[src/rtl/oven_pkg.sv]
// rtl/oven_pkg.sv - shared types, step codes and default timing for the oven key conditioner
package oven_pkg;

    typedef enum logic [2:0] {
        IDLE,
        WINDOW,
        HOLD,
        REPEAT,
        RELEASE_WAIT
    } oven_state_t;

    localparam logic [2:0] STEP_NONE = 3'd0;
    localparam logic [2:0] STEP_1    = 3'd1;
    localparam logic [2:0] STEP_2    = 3'd2;
    localparam logic [2:0] STEP_3    = 3'd3;
    localparam logic [2:0] STEP_4    = 3'd4;
    localparam logic [2:0] STEP_5    = 3'd5;

    localparam int DEF_DEBOUNCE_CYCLES = 500000;
    localparam int DEF_CHORD_CYCLES    = 2500000;
    localparam int DEF_REPEAT_DELAY    = 25000000;
    localparam int DEF_REPEAT_RATE     = 5000000;

    // Only a single raised step switch with sw5 low selects a step.
    function automatic logic [2:0] step_decode(input logic [5:0] sw);
        logic [2:0] code;
        code = STEP_NONE;
        if (!sw[5]) begin
            case (sw[4:0])
                5'b00001: code = STEP_1;
                5'b00010: code = STEP_2;
                5'b00100: code = STEP_3;
                5'b01000: code = STEP_4;
                5'b10000: code = STEP_5;
                default:  code = STEP_NONE;
            endcase
        end
        return code;
    endfunction

    function automatic int max_int(input int a, input int b);
        return (a > b) ? a : b;
    endfunction

endpackage

[src/rtl/key_debounce.sv]
// rtl/key_debounce.sv - two-flop synchroniser plus stable-level debounce for one active-low key
module key_debounce #(
    parameter int DEBOUNCE_CYCLES = 500000,
    parameter int CNT_W           = 20
) (
    input  logic clk,
    input  logic rst,
    input  logic key_n,
    output logic held
);

    localparam logic [CNT_W-1:0] CNT_LAST = CNT_W'(DEBOUNCE_CYCLES - 1);

    logic             sync1;
    logic             sync2;
    logic             pressed;
    logic [CNT_W-1:0] cnt;

    assign pressed = ~sync2;

    // Synchronisers reset to the released level so a key held through reset debounces afresh.
    always_ff @(posedge clk or posedge rst) begin
        if (rst) begin
            sync1 <= 1'b1;
            sync2 <= 1'b1;
            cnt   <= '0;
            held  <= 1'b0;
        end else begin
            sync1 <= key_n;
            sync2 <= sync1;
            if (pressed == held) begin
                cnt <= '0;
            end else if (cnt >= CNT_LAST) begin
                held <= pressed;
                cnt  <= '0;
            end else if (cnt != '1) begin
                cnt <= cnt + 1'b1;
            end
        end
    end

endmodule

[src/rtl/oven_key_conditioner.sv]
// rtl/oven_key_conditioner.sv - key debounce, chord/auto-repeat FSM and step switch decode
module oven_key_conditioner
    import oven_pkg::*;
#(
    parameter int DEBOUNCE_CYCLES = DEF_DEBOUNCE_CYCLES,
    parameter int CHORD_CYCLES    = DEF_CHORD_CYCLES,
    parameter int REPEAT_DELAY    = DEF_REPEAT_DELAY,
    parameter int REPEAT_RATE     = DEF_REPEAT_RATE
) (
    input  logic       clk,
    input  logic       rst,
    input  logic       key0,
    input  logic       key1,
    input  logic [5:0] sw,
    output logic       inc_pulse,
    output logic       dec_pulse,
    output logic       confirm_pulse,
    output logic [2:0] step_sel,
    output logic       key0_held,
    output logic       key1_held
);

    localparam int MAX_PARAM = max_int(max_int(DEBOUNCE_CYCLES, CHORD_CYCLES),
                                       max_int(REPEAT_DELAY, REPEAT_RATE));
    localparam int CNT_W     = $clog2(MAX_PARAM + 1);

    localparam logic [CNT_W-1:0] CHORD_LAST  = CNT_W'(CHORD_CYCLES - 1);
    localparam logic [CNT_W-1:0] DELAY_LAST  = CNT_W'(REPEAT_DELAY - 1);
    localparam logic [CNT_W-1:0] RATE_LAST   = CNT_W'(REPEAT_RATE - 1);

    oven_state_t      state_q, state_d;
    logic [CNT_W-1:0] cnt_q, cnt_d, cnt_inc;
    logic             first_q, first_d;
    logic             first_pressed, other_pressed;
    logic             step_req, chord_req;
    logic             pulse_busy;
    logic             inc_d, dec_d, confirm_d;
    logic [5:0]       sw_s1, sw_s2;

    key_debounce #(
        .DEBOUNCE_CYCLES(DEBOUNCE_CYCLES),
        .CNT_W          (CNT_W)
    ) u_key0_debounce (
        .clk  (clk),
        .rst  (rst),
        .key_n(key0),
        .held (key0_held)
    );

    key_debounce #(
        .DEBOUNCE_CYCLES(DEBOUNCE_CYCLES),
        .CNT_W          (CNT_W)
    ) u_key1_debounce (
        .clk  (clk),
        .rst  (rst),
        .key_n(key1),
        .held (key1_held)
    );

    always_ff @(posedge clk or posedge rst) begin
        if (rst) begin
            sw_s1    <= '0;
            sw_s2    <= '0;
            step_sel <= STEP_NONE;
        end else begin
            sw_s1    <= sw;
            sw_s2    <= sw_s1;
            step_sel <= step_decode(sw_s2);
        end
    end

    // first_q remembers which key opened the window: 0 = key0 (inc), 1 = key1 (dec).
    assign first_pressed = first_q ? key1_held : key0_held;
    assign other_pressed = first_q ? key0_held : key1_held;
    assign cnt_inc       = (cnt_q == '1) ? cnt_q : cnt_q + 1'b1;
    assign pulse_busy    = inc_pulse | dec_pulse | confirm_pulse;

    always_comb begin
        state_d   = state_q;
        cnt_d     = cnt_q;
        first_d   = first_q;
        step_req  = 1'b0;
        chord_req = 1'b0;
        case (state_q)
            IDLE: begin
                cnt_d = '0;
                if (key0_held && key1_held) begin
                    chord_req = 1'b1;
                    state_d   = RELEASE_WAIT;
                end else if (key0_held || key1_held) begin
                    first_d = key1_held;
                    state_d = WINDOW;
                end
            end
            WINDOW: begin
                if (other_pressed) begin
                    chord_req = 1'b1;
                    state_d   = RELEASE_WAIT;
                end else if (!first_pressed) begin
                    step_req = 1'b1;
                    state_d  = IDLE;
                end else if (cnt_q >= CHORD_LAST) begin
                    step_req = 1'b1;
                    cnt_d    = '0;
                    state_d  = HOLD;
                end else begin
                    cnt_d = cnt_inc;
                end
            end
            HOLD, REPEAT: begin
                if (other_pressed) begin
                    state_d = RELEASE_WAIT;
                end else if (!first_pressed) begin
                    state_d = IDLE;
                end else if (cnt_q >= ((state_q == HOLD) ? DELAY_LAST : RATE_LAST)) begin
                    step_req = 1'b1;
                    cnt_d    = '0;
                    state_d  = REPEAT;
                end else begin
                    cnt_d = cnt_inc;
                end
            end
            RELEASE_WAIT: begin
                cnt_d = '0;
                if (!key0_held && !key1_held) begin
                    state_d = IDLE;
                end
            end
            default: begin
                state_d = IDLE;
                cnt_d   = '0;
            end
        endcase
    end

    // A pulse already on the output masks a new one so requests can never abut.
    assign inc_d     = step_req & ~first_q & ~pulse_busy;
    assign dec_d     = step_req & first_q & ~pulse_busy;
    assign confirm_d = chord_req & ~pulse_busy;

    always_ff @(posedge clk or posedge rst) begin
        if (rst) begin
            state_q       <= IDLE;
            cnt_q         <= '0;
            first_q       <= 1'b0;
            inc_pulse     <= 1'b0;
            dec_pulse     <= 1'b0;
            confirm_pulse <= 1'b0;
        end else begin
            state_q       <= state_d;
            cnt_q         <= cnt_d;
            first_q       <= first_d;
            inc_pulse     <= inc_d;
            dec_pulse     <= dec_d;
            confirm_pulse <= confirm_d;
        end
    end

endmodule

[config.mk]
export PLATFORM = sky130hd
export DESIGN_NAME = oven_key_conditioner
export DESIGN_NICKNAME = d
export VERILOG_FILES = /design/src/rtl/oven_pkg.sv /design/src/rtl/key_debounce.sv /design/src/rtl/oven_key_conditioner.sv
export SDC_FILE = /design/constraint.sdc
export NUM_CORES = 1
export LEC_CHECK = 0
export BUFFER_PORTS_ARGS = -buffer_cell sky130_fd_sc_hd__buf_2
export CAP_MARGIN = 20
export CORE_ASPECT_RATIO = 1.25
export CORE_MARGIN = 1.5
export CORE_UTILIZATION = 30
export DETAILED_ROUTE_END_ITERATION = 8
export PLACE_DENSITY_LB_ADDON = 0.3
export SLEW_MARGIN = 40
export SYNTH_ARGS = -nofsm -noshare
export SYNTH_HDL_FRONTEND = slang
export SYNTH_SLANG_ARGS = --single-unit
[constraint.sdc]
create_clock -name clk -period 3.56 [get_ports clk]
set_input_delay 0 -clock clk [delete_from_list [all_inputs] [get_ports clk]]
set_output_delay 0 -clock clk [all_outputs]
set_load 0.02 [all_outputs]
==> impl_metrics.csv, run 1 <==
group,metric,value,unit
sta,whs,0.279,ns
clocking,cts_tree,"yes",
die,core_area,17000,sq um
setup_path,end_kind,"flip-flop",
place,hpwl,7.44,mm
synthesis,synth_warnings,0,
sta,fmax,0.335,GHz
setup_path,crit_fanout,15,
die,io_pins,18,
global_route,grt_max_degree,89,
route,ant_nets,0,
run_status,outcome,"finished clean",
finish,mostFrequentLayoutCell,"dfrtp_1",
setup_path,path_buf_inv,2,
global_route,grt_pass1_wl,18.8,mm
global_route,grt_overflow,0,
sta,worstMarginPinSlew,0.741,ns
finish,final_cell_count_no_fill,790,
setup_path,crit_cells,11,
setup_path,cp_slowest_cell,"dfrtp_1",
die,start_util,31.0,%
power_and_ir_drop,p_per_area,436,nW/um^2
global_route,grt_pass1_vias,3909,
setup_path,rrSetupSlack,0.57,ns
place,port_buffers,17,
clocking,clk_pin_slew,0.08,ns
hold_path,hold_path_class,"primary input to async pin",
finish,diodes,0,
sta,finalHoldViolCount,0,
clocking,clock_latency,0.35,ns
clocking,cts.root.buffer_cell,"clkbuf_16",
sta,finClkSkew,0.00997,ns
synthesis,synthFlopType,"dfrtp_1",
global_route,grt_usage,12.9,%
clocking,cts_sinks,103,
synthesis,syn_inst,531,
route,drcViolationCount,0,
setup_path,path_class,"flip-flop to flip-flop",
finish,seqCellArea,2580,sq um
place,dp.cells,764,
clocking,numCtsBuffers,9,
clocking,cts_setup_buffers,0,
sta,slew_violations,0,
finish,stdcell_area,6000,sq um
synthesis,synth-edff-count,0,
clocking,h-tree-depth,3,
sta,finalSetupViolations,0,
synthesis,syn_area,5260,sq um
route,drtPass1Iterations,4,
synthesis,ys_seq_area_share,49.1,%
sta,tns,0,ns
route,drtIter0Drc,203,
finish,fillers,1757,
global_route,antenna_found_initial,0,
place,gp_congestion,0.803,
setup_path,cp_slowest_stage_delay,0.55,ns
finish,multi_input_area,2540,sq um
finish,layout_common_cells,"dfrtp_1 (99), nor2_1 (64), nand2_1 (48), nand3_1 (29), a21oi_1 (24)",
clocking,clock_path_buffers,2,
die,num_rows,53,
synthesis,synth_area_per_cell,9.90,sq um
die,dieHeight,151,microns
finish,layout.nets,587,
sta,period_share,83.9,%
sta,slew_headroom,50.6,%
power_and_ir_drop,p_leak,2.53,nW
power_and_ir_drop,finalPower,2.62,mW
setup_path,crit_family,"simple AND/OR/NAND/NOR gates",
setup_path,crit_arrival,3.23,ns
setup_path,path_cells,"nor3b_4 -> inv_1 -> ha_1 -> nor4bb_1 -> and4_1 -> o311ai_2 -> nand4_1 -> o31ai_4 -> buf_4 -> and3_1 -> a211o_1",
finish,final_util,35.3,%
die,die_area,18300,sq um
run,maxCapViolations,0,
setup_path,worstRegToRegCells,11,
synthesis,synth-async-reset-ratio,100,%
route,vias_per_cell,4.96,
finish,drive_gt1_share,10.5,%
route,post_drt_wl_per_cell,13.7,microns
synthesis,synth_seq_cells,103,
route,finalWirelength,10.8,mm
power_and_ir_drop,peakVddDrop,0.208,mV
die,die_w,121,microns
place,pre_cts_ws,0.506,ns
sta,period_needed,2.99,ns
setup_path,start_kind,"flip-flop",
route,num_vias,3918,
synthesis,synth_cell_type_count,65,
place,place_area,5590,sq um
sta,setup_ws,0.575,ns
setup_path,required,3.80,ns
sta,rsz0062_at_grt,"false",
finish,area_growth_syn_to_layout,14.1,%
[report_power, final]
group	internal (mW)	leakage [nW]	switching, mW	total [mW]
sequential	1.21	1.36	0.0630	1.27
combinational	0.114	1.02	0.184	0.297
clock	0.562	0.150	0.481	1.04
[cell usage after synthesis, drive strengths merged (2+ instances only)]
cell type / n / area [sq um]
a221o: 2 / 20.0
mux2i: 8 / 80.1
or3: 3 / 18.8
nand3: 30 / 155
nor3b: 4 / 46.3
nand2: 48 / 180
nand4: 22 / 159
nand2b: 5 / 31.3
a31oi: 10 / 62.6
xor2: 20 / 175
dfstp: 4 / 105
or4: 4 / 33.8
a21o: 6 / 45.0
and2: 5 / 31.3
mux2: 2 / 22.5
dfrtp: 99 / 2480
buf: 13 / 97.6
nor2: 64 / 240
and4b: 2 / 20.0
and3: 13 / 86.3
and4: 7 / 61.3
xnor2: 20 / 175
ha: 12 / 150
o311ai: 2 / 25.0
o21ai: 12 / 60.1
a211o: 2 / 17.5
nand3b: 2 / 15.0
a41oi: 2 / 17.5
nor3: 19 / 100
o211ai: 8 / 60.1
inv: 16 / 60.1
nor4bb: 2 / 20.0
a22o: 3 / 26.3
o31ai: 4 / 53.8
nor2b: 3 / 18.8
a21oi: 24 / 120
nor4: 11 / 75.1
clkbuf: 7 / 27.5
[final cells by class]
cell class              count  area share, %
clock buffers               9           3.76
flip-flops and latches    103           43.1
repair buffers             32           3.67
well taps                 220           4.59
multi-input cells         403           42.4
clock inverters             7           1.44
inverters                  16           1.13
[flip-flops by register name (all words and copies together) (netlist names)]
signal	count
sw_s1	6
inc_pulse	1
confirm_pulse	1
cnt_q	25
u_key1_debounce.sync2	1
dec_pulse	1
u_key1_debounce.held	1
u_key0_debounce.sync1	1
first_q	1
u_key0_debounce.held	1
sw_s2	6
u_key1_debounce.sync1	1
step_sel	3
u_key0_debounce.sync2	1
u_key1_debounce.cnt	25
state_q	3
u_key0_debounce.cnt	25
[cell families (layout without fill, tap and decap cells)]
group	count (synthesis)	after routing	synth area share, %
xor gates and xnor gates	40	40	6.66
DFF	103	103	49.1
muxes	10	10	1.95
AOI/OAI and AO/OA	84	84	11.1
buffers and inverters	36	64	3.52
and+or+nand+nor	245	245	24.7
adders and majority gates	12	12	2.86
other	1	12	0.0713
[tightest hold or removal path, stage by stage]
cell	delay (ns)
dlygate4sd3_1	0.53
buf_2	0.15
inv_8	0.43
[routing by layer]
layer / GRT usage [%] / part of all wire, % / vias to the layer above
li1: - / - / 1962
met1: 15.8 / 45 / 1904
met2: 22.0 / 50 / 40
met3: 3.46 / 4.2 / 12
met4: 4.06 / 1.4 / 0
met5: 0 / 0 / -
[timing repair]
| action | 4_1_cts | 5_1_grt |
|---|---|---|
| gates resized for setup | 0 | 0 |
| endpoints found under the hold margin | 92 | 0 |
| hold buffers | 9 | 0 |
[worst paths after layout]
path,start,end
worst max-delay path,state_q[2],cnt_q[3]
worst min-delay path,rst,u_key0_debounce.cnt[10]
worst max register to register,state_q[2],cnt_q[3]
worst min register to register,sw_s1[1],sw_s2[1]
max in group asynchronous,rst,u_key1_debounce.sync1
min in group clk,sw[1],sw_s1[1]
(Power assumes the default switching activity.)
==> run 2, diff against run 1 <==
- clock period: 3.56 -> 2.85 ns (I/O delays scaled with it)
==> run 2 against run 1 <==
Hold slack lost 0.0069 ns. Maximum frequency grew 12%. Cell count grew 2.0%. Total power grew 23%. Global-route usage grew 0.21 points. Utilization grew 0.76 points. First-iteration DRC count shrank 7.4%. Sequential power grew 23%. Sequential share of layout area shrank 0.91 points. Flip-flop and latch count is the same. Die area is the same. Critical endpoint is now cnt_q[20].
==> impl_metrics.csv, run 2 (synthesis results as in run 1) <==
group,metric,value,unit
sta,period_share,93.7,%
clocking,clock_path_buffers,2,
finish,final_util,36.1,%
clocking,cts.root.buffer_cell,"clkbuf_16",
route,vias_per_cell,5.04,
power_and_ir_drop,p_per_area,525,nW/um^2
route,finalWirelength,11.2,mm
finish,area_growth_syn_to_layout,16.5,%
place,port_buffers,17,
global_route,antenna_found_initial,0,
finish,layout_common_cells,"dfrtp_1 (99), nor2_1 (64), nand2_1 (48), nand3_1 (29), a21oi_1 (24)",
finish,drive_gt1_share,13.3,%
power_and_ir_drop,p_leak,2.61,nW
clocking,cts_tree,"yes",
run_status,outcome,"finished clean",
clocking,clk_pin_slew,0.08,ns
die,num_rows,53,
finish,mostFrequentLayoutCell,"dfrtp_1",
route,post_drt_wl_per_cell,14.0,microns
route,drtPass1Iterations,5,
setup_path,path_class,"flip-flop to flip-flop",
route,drtIter0Drc,188,
place,hpwl,7.88,mm
sta,fmax,0.375,GHz
clocking,cts_sinks,103,
setup_path,cp_slowest_stage_delay,0.41,ns
clocking,numCtsBuffers,9,
sta,slew_violations,0,
sta,setup_ws,0.180,ns
die,start_util,31.0,%
setup_path,required,3.09,ns
run,maxCapViolations,0,
sta,finClkSkew,0.0107,ns
finish,diodes,0,
route,drcViolationCount,0,
finish,layout.nets,603,
global_route,grt_overflow,0,
finish,reg_top3,"cnt_q x25, u_key0_debounce.cnt x25, u_key1_debounce.cnt x25",
clocking,h-tree-depth,3,
die,die_area,18300,sq um
route,ant_nets,0,
sta,worstMarginPinSlew,0.610,ns
hold_path,hold_path_class,"primary input to async pin",
global_route,grt_usage,13.1,%
setup_path,crit_fanout,14,
die,die_w,121,microns
setup_path,cp_slowest_cell,"dfrtp_1",
die,io_pins,18,
global_route,grt_pass1_wl,19.1,mm
sta,rsz0062_at_grt,"true",
sta,finalHoldViolCount,0,
place,pre_cts_ws,0.0685,ns
power_and_ir_drop,peakVddDrop,0.331,mV
global_route,grt_pass1_vias,3899,
setup_path,path_cells,"nor3b_4 -> inv_2 -> ha_1 -> nor4bb_4 -> and4_1 -> o311ai_2 -> nand4_1 -> o31ai_4 -> buf_6 -> and3_1 -> a221o_1",
finish,final_cell_count_no_fill,806,
global_route,grt_max_degree,91,
route,num_vias,4066,
die,dieHeight,151,microns
die,core_area,17000,sq um
setup_path,end_kind,"flip-flop",
sta,slew_headroom,59.3,%
place,dp.cells,777,
clocking,clock_latency,0.35,ns
setup_path,start_kind,"flip-flop",
sta,period_needed,2.67,ns
setup_path,crit_arrival,2.91,ns
sta,finalSetupViolations,0,
place,gp_congestion,0.832,
[run 2: worst paths after layout]
kind | from | end | cells after the start | slack (ns)
setup / recovery | state_q[0] | cnt_q[20] | 11 | 0.18
hold / removal | rst | u_key0_debounce.cnt[9] | 3 | 0.27
setup reg to reg | state_q[0] | cnt_q[20] | 11 | 0.18
hold reg to reg | sw_s1[2] | sw_s2[2] | 0 | 0.35
max in group asynchronous | rst | cnt_q[17] | 4 | 1.90
min in group clk | sw[1] | sw_s1[1] | 2 | 0.28
[run 2: stage by stage]
stage	hold slack (ns)	setup TNS (ns)	cell area (sq um)	power, mW
detailed placement	0.106	0	5700	2.03
global route	0.275	-0.0492	6130	3.36
CTS	0.267	0	6070	3.25
finish	0.272	0	6130	3.22
floorplan	0.00448	0	5300	1.89
global placement	0.105	0	5690	2.01
[run 2: metal layers]
metal | global-route usage [%] | share of wire (%)
met2 | 22.5 | 51
met1 | 15.9 | 43
met4 | 5.41 | 1.7
met3 | 2.64 | 4.1
met5 | 0 | 0
[run 2: layout make-up]
| type | count | area, sq um |
|---|---|---|
| clock buffers | 9 | 225 |
| clock inverters | 7 | 63.8 |
| fillers | 1756 | 10900 |
| inverters | 16 | 67.6 |
| multi-input cells | 403 | 2550 |
| flip-flops and latches | 103 | 2580 |
| well taps | 220 | 275 |
| repair buffers | 48 | 357 |
[run 2: critical path: cells and delay by family, from the launching register on]
kind | cells | cell delay [ns]
AND/OR/NAND/NOR | 5 | 1.00
flip-flops | 1 | 0.41
AO/OA/AOI/OAI | 3 | 0.50
adder cells (fa/ha/maj) | 1 | 0.33
buffers and inverters | 2 | 0.30
[run 2: power breakdown]
group / internal, mW / switching [mW]
clock network: 0.610 / 0.592
logic: 0.177 / 0.276
registers: 1.51 / 0.0468
[run 2: what timing repair did]
action,in CTS,in global routing
endpoints found under the hold margin,93,0
endpoints found under the setup margin,0,14
setup buffers,0,3
resized for setup,0,3
hold buffers,9,0
==> run 3, diff against run 2 <==
- CORE_ASPECT_RATIO: 1.25 -> not set
==> run 3 against run 2 <==
Global-route usage increased by 0.28 points. Total power is 0.70% higher. Cell count up 0.37%. Utilization decreased by 0.54 points. Count of clock-buffer cells in the layout did not move. Clock power about the same. Critical path type unchanged. Routed wire length down 2.6%. Final area about the same. Flip-flop and latch count did not move. Largest power group unchanged. Critical path depth is the same.
==> impl_metrics.csv, run 3 (synthesis results as in run 1) <==
group,metric,value,unit
finish,layout.nets,601,
sta,finalSetupViolations,0,
global_route,grt_pass1_vias,4013,
global_route,grt_max_degree,104,
route,vias_per_cell,4.93,
power_and_ir_drop,p_per_area,528,nW/um^2
die,io_pins,18,
setup_path,required,3.09,ns
die,dieHeight,135,microns
clocking,h-tree-depth,3,
global_route,antenna_found_initial,0,
finish,diodes,0,
global_route,grt_pass1_wl,19.6,mm
die,die_w,135,microns
setup_path,path_class,"flip-flop to flip-flop",
route,post_drt_wl_per_cell,13.5,microns
die,num_rows,48,
finish,final_cell_count_no_fill,809,
setup_path,end_kind,"flip-flop",
setup_path,crit_fanout,17,
clocking,cts_tree,"yes",
place,pre_cts_ws,0.0903,ns
sta,finClkSkew,0.00867,ns
run_status,outcome,"finished clean",
sta,slew_violations,0,
clocking,clk_pin_slew,0.08,ns
die,die_area,18300,sq um
sta,fmax,0.375,GHz
global_route,grt_overflow,0,
route,routed-wl-met2,4.94,mm
route,drtPass1Iterations,4,
sta,worstMarginPinSlew,0.561,ns
sta,setup_ws,0.181,ns
finish,final_util,35.5,%
route,finalWirelength,11.0,mm
clocking,clock_path_buffers,2,
route,dr.max_layer_used,"met4",
place,gp_congestion,0.854,
sta,period_needed,2.67,ns
die,start_util,30.5,%
clocking,cts_sinks,103,
sta,tns,0,ns
route,drcViolationCount,0,
finish,mostFrequentLayoutCell,"dfrtp_1",
hold_path,hold_path_class,"primary input to flip-flop",
route,drtIter0Drc,220,
setup_path,start_kind,"flip-flop",
finish,drive_gt1_share,13.0,%
power_and_ir_drop,peakVddDrop,0.279,mV
route,wl_met1,5.39,mm
sta,slew_headroom,62.6,%
finish,layout_common_cells,"dfrtp_1 (99), nor2_1 (64), nand2_1 (48), nand3_1 (29), a21oi_1 (24)",
sta,finalHoldViolCount,0,
clocking,clock_latency,0.36,ns
finish,reg_top3,"cnt_q x25, u_key0_debounce.cnt x25, u_key1_debounce.cnt x25",
die,core_area,17200,sq um
power_and_ir_drop,p_leak,2.61,nW
place,port_buffers,17,
setup_path,crit_arrival,2.91,ns
clocking,numCtsBuffers,9,
place,hpwl,7.41,mm
global_route,grt_usage,13.3,%
sta,rsz0062_at_grt,"false",
place,dp.cells,783,
route,wl_met3,357,microns
clocking,cts.root.buffer_cell,"clkbuf_16",
run,maxCapViolations,0,
power_and_ir_drop,finalPower,3.24,mW
route,num_vias,3985,
route,ant_nets,0,
finish,area_growth_syn_to_layout,16.5,%
sta,period_share,93.6,%
==> run 3: per-layer routing <==
layer / global-route usage (%) / up-vias
met4: 6.03 / 0
met5: 0 / -
met3: 2.88 / 19
met1: 18.4 / 1921
met2: 20.1 / 56
li1: - / 1989
==> run 3: final cells by class <==
class / instances / area, sq um
sequential: 103 / 2580
multi-input combinational: 403 / 2550
clock buffer: 9 / 225
inverter: 16 / 62.6
fill: 1717 / 11100
clock inverter: 7 / 75.1
tap: 225 / 282
timing repair buffer: 46 / 354
==> run 3: metrics by stage <==
stage | hold slack [ns] | instance area (sq um)
after floorplan | 0.00448 | 5300
after global placement | 0.107 | 5710
after detailed placement | 0.107 | 5720
after CTS | 0.260 | 6110
after global routing | 0.284 | 6130
final | 0.289 | 6130
==> run 3: final timing paths <==
check / endpoint / startpoint / depth (start not counted) / slack (ns)
worst max-delay path: cnt_q[20] / state_q[0] / 11 / 0.18
worst min-delay path: sw_s1[2] / sw[2] / 2 / 0.29
worst max register to register: cnt_q[20] / state_q[0] / 11 / 0.18
worst min register to register: sw_s2[5] / sw_s1[5] / 0 / 0.35
max in group asynchronous: confirm_pulse / rst / 4 / 2.09
min in group asynchronous: sw_s1[5] / rst / 4 / 0.32
==> run 3: repair_timing <==
item,in CTS,in global routing
buffers inserted,0,1
setup endpoints to repair,0,9
gates resized for setup,0,2
hold buffers,9,0
hold endpoints to repair,107,0
==> run 3: report_power, final <==
part / internal (mW) / total [mW] / switching [mW] / leakage, nW
Clock: 0.622 / 1.23 / 0.610 / 0.148
Combinational: 0.172 / 0.448 / 0.277 / 1.10
Sequential: 1.51 / 1.56 / 0.0436 / 1.36
==> run 3: worst max-delay path, stage by stage, from the launching register on <==
cell      delay [ns]
dfrtp_1         0.41
nor3b_4         0.24
inv_2           0.10
ha_1            0.31
nor4bb_2        0.22
and4_1          0.25
o311ai_2        0.11
nand4_1         0.16
o31ai_4         0.14
buf_6           0.19
and3_1          0.16
a221o_1         0.25
